[src/rtl/pwm_rx.sv]
// PWM receiver: recovers a WIDTH-bit duty value from a single-bit PWM stream by
// counting high clocks per PERIOD-clock frame, aligned to detected rising edges.
module pwm_rx #(
   parameter int WIDTH       = 9,
   parameter int PERIOD      = 512,
   parameter int SYNC_STAGES = 2
) (
   input  logic             clk,
   input  logic             n_rst,
   input  logic             en,
   input  logic             pwm_i,
   output logic [WIDTH-1:0] sample,
   output logic             done,
   output logic             locked,
   output logic             err
);

   typedef enum logic [1:0] {
      IDLE    = 2'd0,
      HUNT    = 2'd1,
      MEASURE = 2'd2
   } state_t;

   localparam logic [WIDTH-1:0] FRAME_LAST = WIDTH'(PERIOD - 1);
   localparam logic [WIDTH-1:0] FRAME_ONE  = WIDTH'(1);
   localparam logic [WIDTH-1:0] SAMPLE_MAX = '1;
   localparam logic [WIDTH:0]   HIGH_ONE   = (WIDTH + 1)'(1);
   localparam logic [WIDTH:0]   HIGH_MAX   = {1'b0, SAMPLE_MAX};

   state_t                 state;
   logic [SYNC_STAGES-1:0] sync_q;
   logic                   s;
   logic                   s_d;
   logic                   rise;
   logic [WIDTH-1:0]       frame_cnt;
   logic [WIDTH:0]         high_cnt;
   logic [WIDTH:0]         high_final;
   logic [WIDTH-1:0]       high_sat;

   // NOTE: sequential state uses non-blocking assignments so every flop samples
   // the pre-edge value of its neighbours, which is what makes the chain a chain.
   always_ff @(posedge clk or negedge n_rst) begin
      if (!n_rst) begin
         sync_q <= '0;
         s_d    <= 1'b0;
      end else begin
         sync_q <= {sync_q[SYNC_STAGES-2:0], pwm_i};
         s_d    <= s;
      end
   end

   assign s    = sync_q[SYNC_STAGES-1];
   assign rise = s & ~s_d;

   // The frame-end cycle's own high bit is folded in before saturation, so a
   // fully-high frame (PERIOD counts) clamps to the largest sample value.
   assign high_final = high_cnt + {{WIDTH{1'b0}}, s};
   assign high_sat   = (high_final > HIGH_MAX) ? SAMPLE_MAX : high_final[WIDTH-1:0];

   always_ff @(posedge clk or negedge n_rst) begin
      if (!n_rst) begin
         state     <= IDLE;
         frame_cnt <= '0;
         high_cnt  <= '0;
         sample    <= '0;
         done      <= 1'b0;
         locked    <= 1'b0;
         err       <= 1'b0;
      end else begin
         done <= 1'b0;
         err  <= 1'b0;
         if (!en) begin
            state     <= IDLE;
            frame_cnt <= '0;
            high_cnt  <= '0;
            locked    <= 1'b0;
         end else begin
            case (state)
               IDLE: begin
                  frame_cnt <= '0;
                  high_cnt  <= '0;
                  locked    <= 1'b0;
                  state     <= HUNT;
               end

               // frame_cnt doubles as a no-edge timeout for constant inputs.
               HUNT: begin
                  locked   <= 1'b0;
                  high_cnt <= '0;
                  if (rise) begin
                     state     <= MEASURE;
                     locked    <= 1'b1;
                     frame_cnt <= FRAME_ONE;
                     high_cnt  <= HIGH_ONE;
                  end else if (frame_cnt == FRAME_LAST) begin
                     done      <= 1'b1;
                     sample    <= s ? SAMPLE_MAX : '0;
                     frame_cnt <= '0;
                  end else begin
                     frame_cnt <= frame_cnt + FRAME_ONE;
                  end
               end

               MEASURE: begin
                  locked <= 1'b1;
                  if (rise && (frame_cnt != '0)) begin
                     // Misaligned edge: drop this frame and restart on it.
                     err       <= 1'b1;
                     frame_cnt <= FRAME_ONE;
                     high_cnt  <= HIGH_ONE;
                  end else if (frame_cnt == FRAME_LAST) begin
                     done      <= 1'b1;
                     sample    <= high_sat;
                     frame_cnt <= '0;
                     high_cnt  <= '0;
                  end else begin
                     frame_cnt <= frame_cnt + FRAME_ONE;
                     high_cnt  <= high_final;
                  end
               end

               default: begin
                  state     <= IDLE;
                  frame_cnt <= '0;
                  high_cnt  <= '0;
                  locked    <= 1'b0;
               end
            endcase
         end
      end
   end

endmodule

[config.mk]
export PLATFORM = sky130hd
export DESIGN_NAME = pwm_rx
export DESIGN_NICKNAME = d
export VERILOG_FILES = /design/src/rtl/pwm_rx.sv
export SDC_FILE = /design/constraint.sdc
export NUM_CORES = 1
export LEC_CHECK = 0
export CAP_MARGIN = 20
export CORE_AREA = 2 2 64 66
export DETAILED_ROUTE_END_ITERATION = 12
export DIE_AREA = 0 0 66 68
export DONT_BUFFER_PORTS = 1
export PLACE_DENSITY = 0.75
export SYNTH_ARGS = -nofsm -noshare
export SYNTH_HDL_FRONTEND = slang
export SYNTH_SLANG_ARGS = --single-unit
[constraint.sdc]
create_clock -name clk -period 2.2 [get_ports clk]
set_input_delay 0.22 -clock clk [delete_from_list [all_inputs] [get_ports clk]]
set_output_delay 0.22 -clock clk [all_outputs]
set_load 0.02 [all_outputs]
==> results of run 1 <==
-- cells by family (layout without fill, tap and decap cells) --
family,count (synthesis),after routing,synth area share [%]
AND/OR/NAND/NOR,61,61,20.55
flip-flops,36,36,49.15
AO/OA/AOI/OAI,30,30,10.79
buffers and inverters,16,38,3.891
XOR/XNOR,15,15,7.167
adder cells (fa/ha/maj),10,10,6.826
multiplexers,3,3,1.638
-- repair_timing --
item                                    in CTS  in global routing
hold buffers                                 3                  0
cloned                                       0                  0
gates resized for setup                      6                 13
endpoints found under the hold margin       37                  0
pin swaps                                    9                  6
buffers inserted                             3                  4
endpoints found under the setup margin       7                 16
-- worst paths after layout --
check	from	endpoint	depth (start not counted)
worst max-delay path	frame_cnt[0]	frame_cnt[6]	10
worst min-delay path	en	state[0]	1
worst max register to register	frame_cnt[0]	frame_cnt[6]	10
worst min register to register	sync_q[0]	sync_q[1]	0
max in group asynchronous	n_rst	high_cnt[2]	2
min in group asynchronous	n_rst	err	2
-- power breakdown --
| part | switching [mW] | leakage (nW) | total [mW] | internal [mW] |
|---|---|---|---|---|
| clock network | 0.221 | 0.0455 | 0.476 | 0.255 |
| logic | 0.222 | 0.408 | 0.373 | 0.151 |
| registers | 0.0258 | 0.494 | 0.714 | 0.688 |
-- routing by layer --
metal / part of all wire [%] / GRT usage, % / vias to the layer above / wire (µm)
met1: 39 / 21.49 / 683 / 1611
met2: 54 / 33.33 / 43 / 2223
li1: - / - / 632 / -
met4: 1.3 / 8.673 / 0 / 55
met5: 0 / 0 / - / 0
met3: 4.9 / 5.428 / 4 / 200
-- cells in the final DEF, fill, tap and decap left out, drive strengths merged, types with 2 or more instances in the layout --
cell / synthesis / routed
nor3b: 2 / 2
xor2: 6 / 6
ha: 10 / 10
mux2i: 3 / 3
nor2b: 4 / 4
inv: 10 / 10
clkbuf: 2 / 8
nand2b: 3 / 3
or3: 2 / 2
nand2: 7 / 7
a21oi: 14 / 14
xnor2: 9 / 9
nor2: 21 / 21
a31oi: 2 / 2
nor4: 2 / 2
and3: 4 / 4
a311oi: 8 / 8
and2: 3 / 3
nand3: 5 / 5
dfrtp: 36 / 36
buf: 4 / 18
nand4: 2 / 2
dlygate4sd3: 0 / 2
-- critical path, stage by stage, from the launching register on --
cell     delay [ns]
dfrtp_1        0.38
ha_2           0.21
nand3_4        0.07
nor2_4         0.05
and3_4         0.18
ha_4           0.16
and2b_1        0.21
a31oi_1        0.09
or4_4          0.51
buf_8          0.16
nor2_2         0.09
-- sequential cells by signal (all words and copies together), names as in the netlist --
name       count
locked         1
sync_q         2
frame_cnt      9
sample         9
done           1
s_d            1
state          2
err            1
high_cnt      10
-- stage by stage --
step                hold slack [ns]  std cells
CTS                         0.06507        240
floorplan                  -0.07559        171
detailed placement         -0.07476        226
global placement           -0.07466        226
global route                0.06150        243
finish                      0.07011        243
-- area by class of cell --
cell class / count / area, µm² / share of cell area (%)
Clock buffer: 8 / 90.09 / 4.040
Multi-Input combinational cell: 119 / 947.2 / 42.48
Sequential cell: 36 / 900.9 / 40.40
Timing Repair Buffer: 20 / 191.4 / 8.586
Inverter: 10 / 37.54 / 1.684
Tap cell: 50 / 62.56 / 2.806
==> flow_summary.ini, run 1 <==
[placed_design]
dpl_cell_area_um2 = 1947
hpwl_um = 2606
dpl_worst_slack_ns = -0.03597
place.gp.congestion = 0.7984
portBuffers = 0

[synth]
synthCells = 171
yosysUniqueCellTypes = 39
ys_ff_latch = 36
synth_top_area_share_pct = 49.15
syn_area_um2 = 1833
synth-seq-area-share_pct = 49.15
yosys_warnings = 0
async_flop_share_pct = 100.0
syn_nets = 185
synth_commonest_cells = 36 x dfrtp_1, 15 x nor2_1, 14 x a21oi_1, 10 x ha_1, 10 x inv_1
post-synth-top-count-cell = dfrtp_1
synth_area_leaders = dfrtp_1 49%, ha_1 6.8%, xnor2_1 4.3%
yosysTopAreaCell = dfrtp_1
syn_area_per_cell_um2 = 10.72
synth_edf_count = 0
ys.flop_type = dfrtp_1

[cts]
cts_max_level = 2
clk_pin_slew_ns = 0.07
clkSinkCount = 36
cts_buffers = 5
clockBufferDepth = 2
cts_tree = built
clk_latency_ns = 0.29
cts_root_buffer = clkbuf_8

[routing]
routed_wl_um = 4091
routedWlPerCell_um = 16.84
vias = 1362
drtIter0Drc = 48
post-route-drc-count = 0
ant_nets = 0
vias_per_cell = 5.605
dr.pass1.iters = 4

[floorplanning]
rows = 23
die_h_um = 68
die-area_um2 = 4488
core_um2 = 3856
io_pins = 16
start_util_pct = 47.53
die_w_um = 66

[finish]
area_growth_pct = 21.64
fin_area_um2 = 2230
fillCellCount = 318
drive_gt1_share_pct = 25.39
antenna_cells = 0
fin_util_pct = 57.82
final_nets = 206

[global_route]
grt.total_usage_pct = 18.97
grt_pass1_wl_um = 6382
grt_pass1_vias = 1391
grt_start_max_net_pins = 37
grt-ovfl-total = 0
antenna_found_initial = 0

[sta]
clock-skew-final_ns = 0.007030
worst_pin_slew_ns = 0.3732
hold_viol = 0
drv_slew = 0
min_period_ns = 2.195
clock.fmax_ghz = 0.4556
tns_ns = 0
fin_ws_ns = 0.005176
rsz0062_at_grt = true
finalCritPeriodShare_pct = 99.76
slew_headroom_pct = 74.94
setup_violations = 0

[power]
p_leak_nw = 0.9481
irDropWorstVdd_mv = 0.2662
p_per_area_nw_per_um2 = 700.7
power.total_mw = 1.562

[setup_path]
critPathArrivalTime_ns = 2.41
setup.worst_path.end_class = flop
path_class = reg -> reg
startpoint_type = flop
rrSetupSlack_ns = 0.005
critical_path_peak_fanout = 7
crit_required_ns = 2.42

[status]
status = finished, final reports clean

[hold_path]
hp-class = in -> reg

[run]
maxCapViolations = 0
No activity file was read; power rests on OpenSTA's default activity.
==> inputs of run 2 (changes only) <==
Settings changed: GPL_TIMING_DRIVEN from default to 1.
==> results of run 2 <==
The final DEF is identical to that of run 1; final timing and power are the same.
==> inputs of run 3 (changes only) <==
Settings changed: CORE_AREA 2 2 64 66 to 2 2 61 63, DIE_AREA 0 0 66 68 to 0 0 63 65, PLACE_DENSITY 0.75 to 0.78.
Clock period 2.2 ns to 2.35 ns, I/O delays scaled along.
==> run 3 against run 2 <==
Compared with the run above:
- final area is 9.2% lower
- combinational power decreased by 14%
- sequential power shrank 6.6%
- critical path depth decreased by 1
- first-iteration DRC count fell by 8.3%
- count of clock-buffer cells in the layout decreased by 2
- sequential share of layout area grew 4.1 points
- die area is 8.8% lower
- critical path type unchanged
- critical endpoint unchanged
- largest cell class is now registers
==> flow_summary.ini, run 3 (synthesized netlist as in run 1, its figures left out) <==
[cts]
cts_buffers = 5
cts_root_buffer = clkbuf_4
cts_max_level = 2
clk_latency_ns = 0.33
clkSinkCount = 36
clk_pin_slew_ns = 0.10
clockBufferDepth = 2
cts_tree = built

[power]
p_clk_share_pct = 23.2
p_leak_nw = 0.8755
p_comb_share_pct = 25.0
power_switching_uw = 401.5
power.share.sequential_pct = 51.8
swShare_pct = 31.19
internal_power_uw = 885.8
irDropWorstVdd_mv = 0.3444
p_per_area_nw_per_um2 = 635.9

[setup_path]
cpMostUsedCell = ha_2
path_class = reg -> reg
critPathBufInv = 0
startpoint_type = flop
critPathArrivalTime_ns = 2.57
rr_worst_depth = 9
crit_path_cell_trace = ha_2, nand3_2, nor2_1, and3_1, ha_2, and2b_1, a31oi_1, or4_4, nor2_2
setup.worst_path.end_class = flop
cp_top_family = simple AND/OR/NAND/NOR gates
critical_path_peak_fanout = 7
crit_slowest_cell = or4_4
crit_required_ns = 2.63
max_stage_delay_ns = 0.65
critical_path_depth = 9

[floorplanning]
die-area_um2 = 4095
die_w_um = 63
rows = 22
core_um2 = 3496
die_h_um = 65
start_util_pct = 52.43
io_pins = 16

[finish]
top_regs = high_cnt x10, frame_cnt x9, sample x9
antenna_cells = 0
regMostFlops = high_cnt
fin_util_pct = 57.91
layout_commonest_cell = dfrtp_1
fillCellCount = 306
area_growth_pct = 10.44
largest_reg_flops = 10
mostFrequentLayoutCells = 36 x dfrtp_1, 15 x nor2_1, 14 x a21oi_1
drive_gt1_share_pct = 18.03
final_nets = 197

[global_route]
grt-ovfl-total = 0
grt_pass1_vias = 1288
grt_pass1_wl_um = 5899
antenna_found_initial = 0
grt.total_usage_pct = 18.99
grt_start_max_net_pins = 37

[sta]
slew_headroom_pct = 66.70
clock.fmax_ghz = 0.4351
clock-skew-final_ns = 0.007113
hold-worst-slack_ns = 0.04079
drv_slew = 0
hold_viol = 0
worst_pin_slew_ns = 0.4973
min_period_ns = 2.298
setup_violations = 0
finalCritPeriodShare_pct = 97.79

[routing]
post-route-drc-count = 0
ant_nets = 0
dr.pass1.iters = 4
routed_wl_um = 3431
vias = 1264
vias_per_cell = 5.472
drtIter0Drc = 44
routedWlPerCell_um = 14.85

[run]
maxCapViolations = 0

[placed_design]
place.gp.congestion = 0.8506
hpwl_um = 2466
portBuffers = 0

[status]
status = finished, final reports clean

[hold_path]
hp-class = in -> reg
hold_depth = 1
run 3: metal layers:
layer / wire, µm / up-vias / GRT usage [%]
met2: 1789 / 24 / 31.38
li1: - / 617 / -
met4: 62 / 0 / 10.28
met3: 120 / 7 / 5.903
met1: 1458 / 616 / 22.06
met5: 0 / - / 0
run 3: worst register-to-register path, stage by stage (launching register included):
cell,delay [ns]
dfrtp_1,0.40
ha_2,0.21
nand3_2,0.09
nor2_1,0.07
and3_1,0.19
ha_2,0.17
and2b_1,0.22
a31oi_1,0.11
or4_4,0.65
nor2_2,0.14
run 3: final timing paths:
kind / slack [ns] / from / to
setup / recovery: 0.05 / frame_cnt[1] / frame_cnt[6]
hold / removal: 0.04 / en / state[0]
setup reg to reg: 0.05 / frame_cnt[1] / frame_cnt[6]
hold reg to reg: 0.35 / sync_q[0] / sync_q[1]
max in group asynchronous: 1.83 / n_rst / s_d
min in group asynchronous: 0.34 / n_rst / sample[5]
run 3: final cells by class:
class | count | area, µm² | area share, %
flip-flops and latches | 36 | 900.9 | 44.50
multi-input cells | 119 | 879.6 | 43.45
repair buffers | 11 | 100.1 | 4.944
well taps | 48 | 60.06 | 2.967
clock buffers | 6 | 41.29 | 2.040
inverters | 10 | 37.54 | 1.854
clock inverters | 1 | 5.005 | 0.2472
run 3: through the flow:
step | TNS (ns) | power, mW | area, µm² | instances | setup slack (ns)
final | 0 | 1.287 | 2024 | 231 | 0.05184
after floorplan | 0 | 0.9035 | 1833 | 171 | 0.09071
after global placement | -0.05246 | 0.9483 | 1897 | 218 | -0.01006
after CTS | 0 | 1.297 | 1987 | 228 | 0.006643
after detailed placement | -0.8102 | 0.9674 | 1897 | 218 | -0.1254
after global routing | -0.1439 | 1.379 | 2024 | 231 | -0.02630
run 3: what timing repair did:
item                                   4_1_cts  5_1_grt
gates resized for setup                      1        4
setup buffers                                0        3
hold buffers                                 3        0
pin swaps                                    0        6
endpoints found under the hold margin       37        0
setup endpoints to repair                    7       18
run 3: power by group through the flow:
stage | Clock, mW | Combinational [mW] | Sequential, mW
detailed placement | 0 | 0.287 | 0.680
floorplan | 0 | 0.228 | 0.676
global route | 0.334 | 0.374 | 0.671
global placement | 0 | 0.272 | 0.676
finish | 0.299 | 0.322 | 0.667
CTS | 0.315 | 0.315 | 0.667
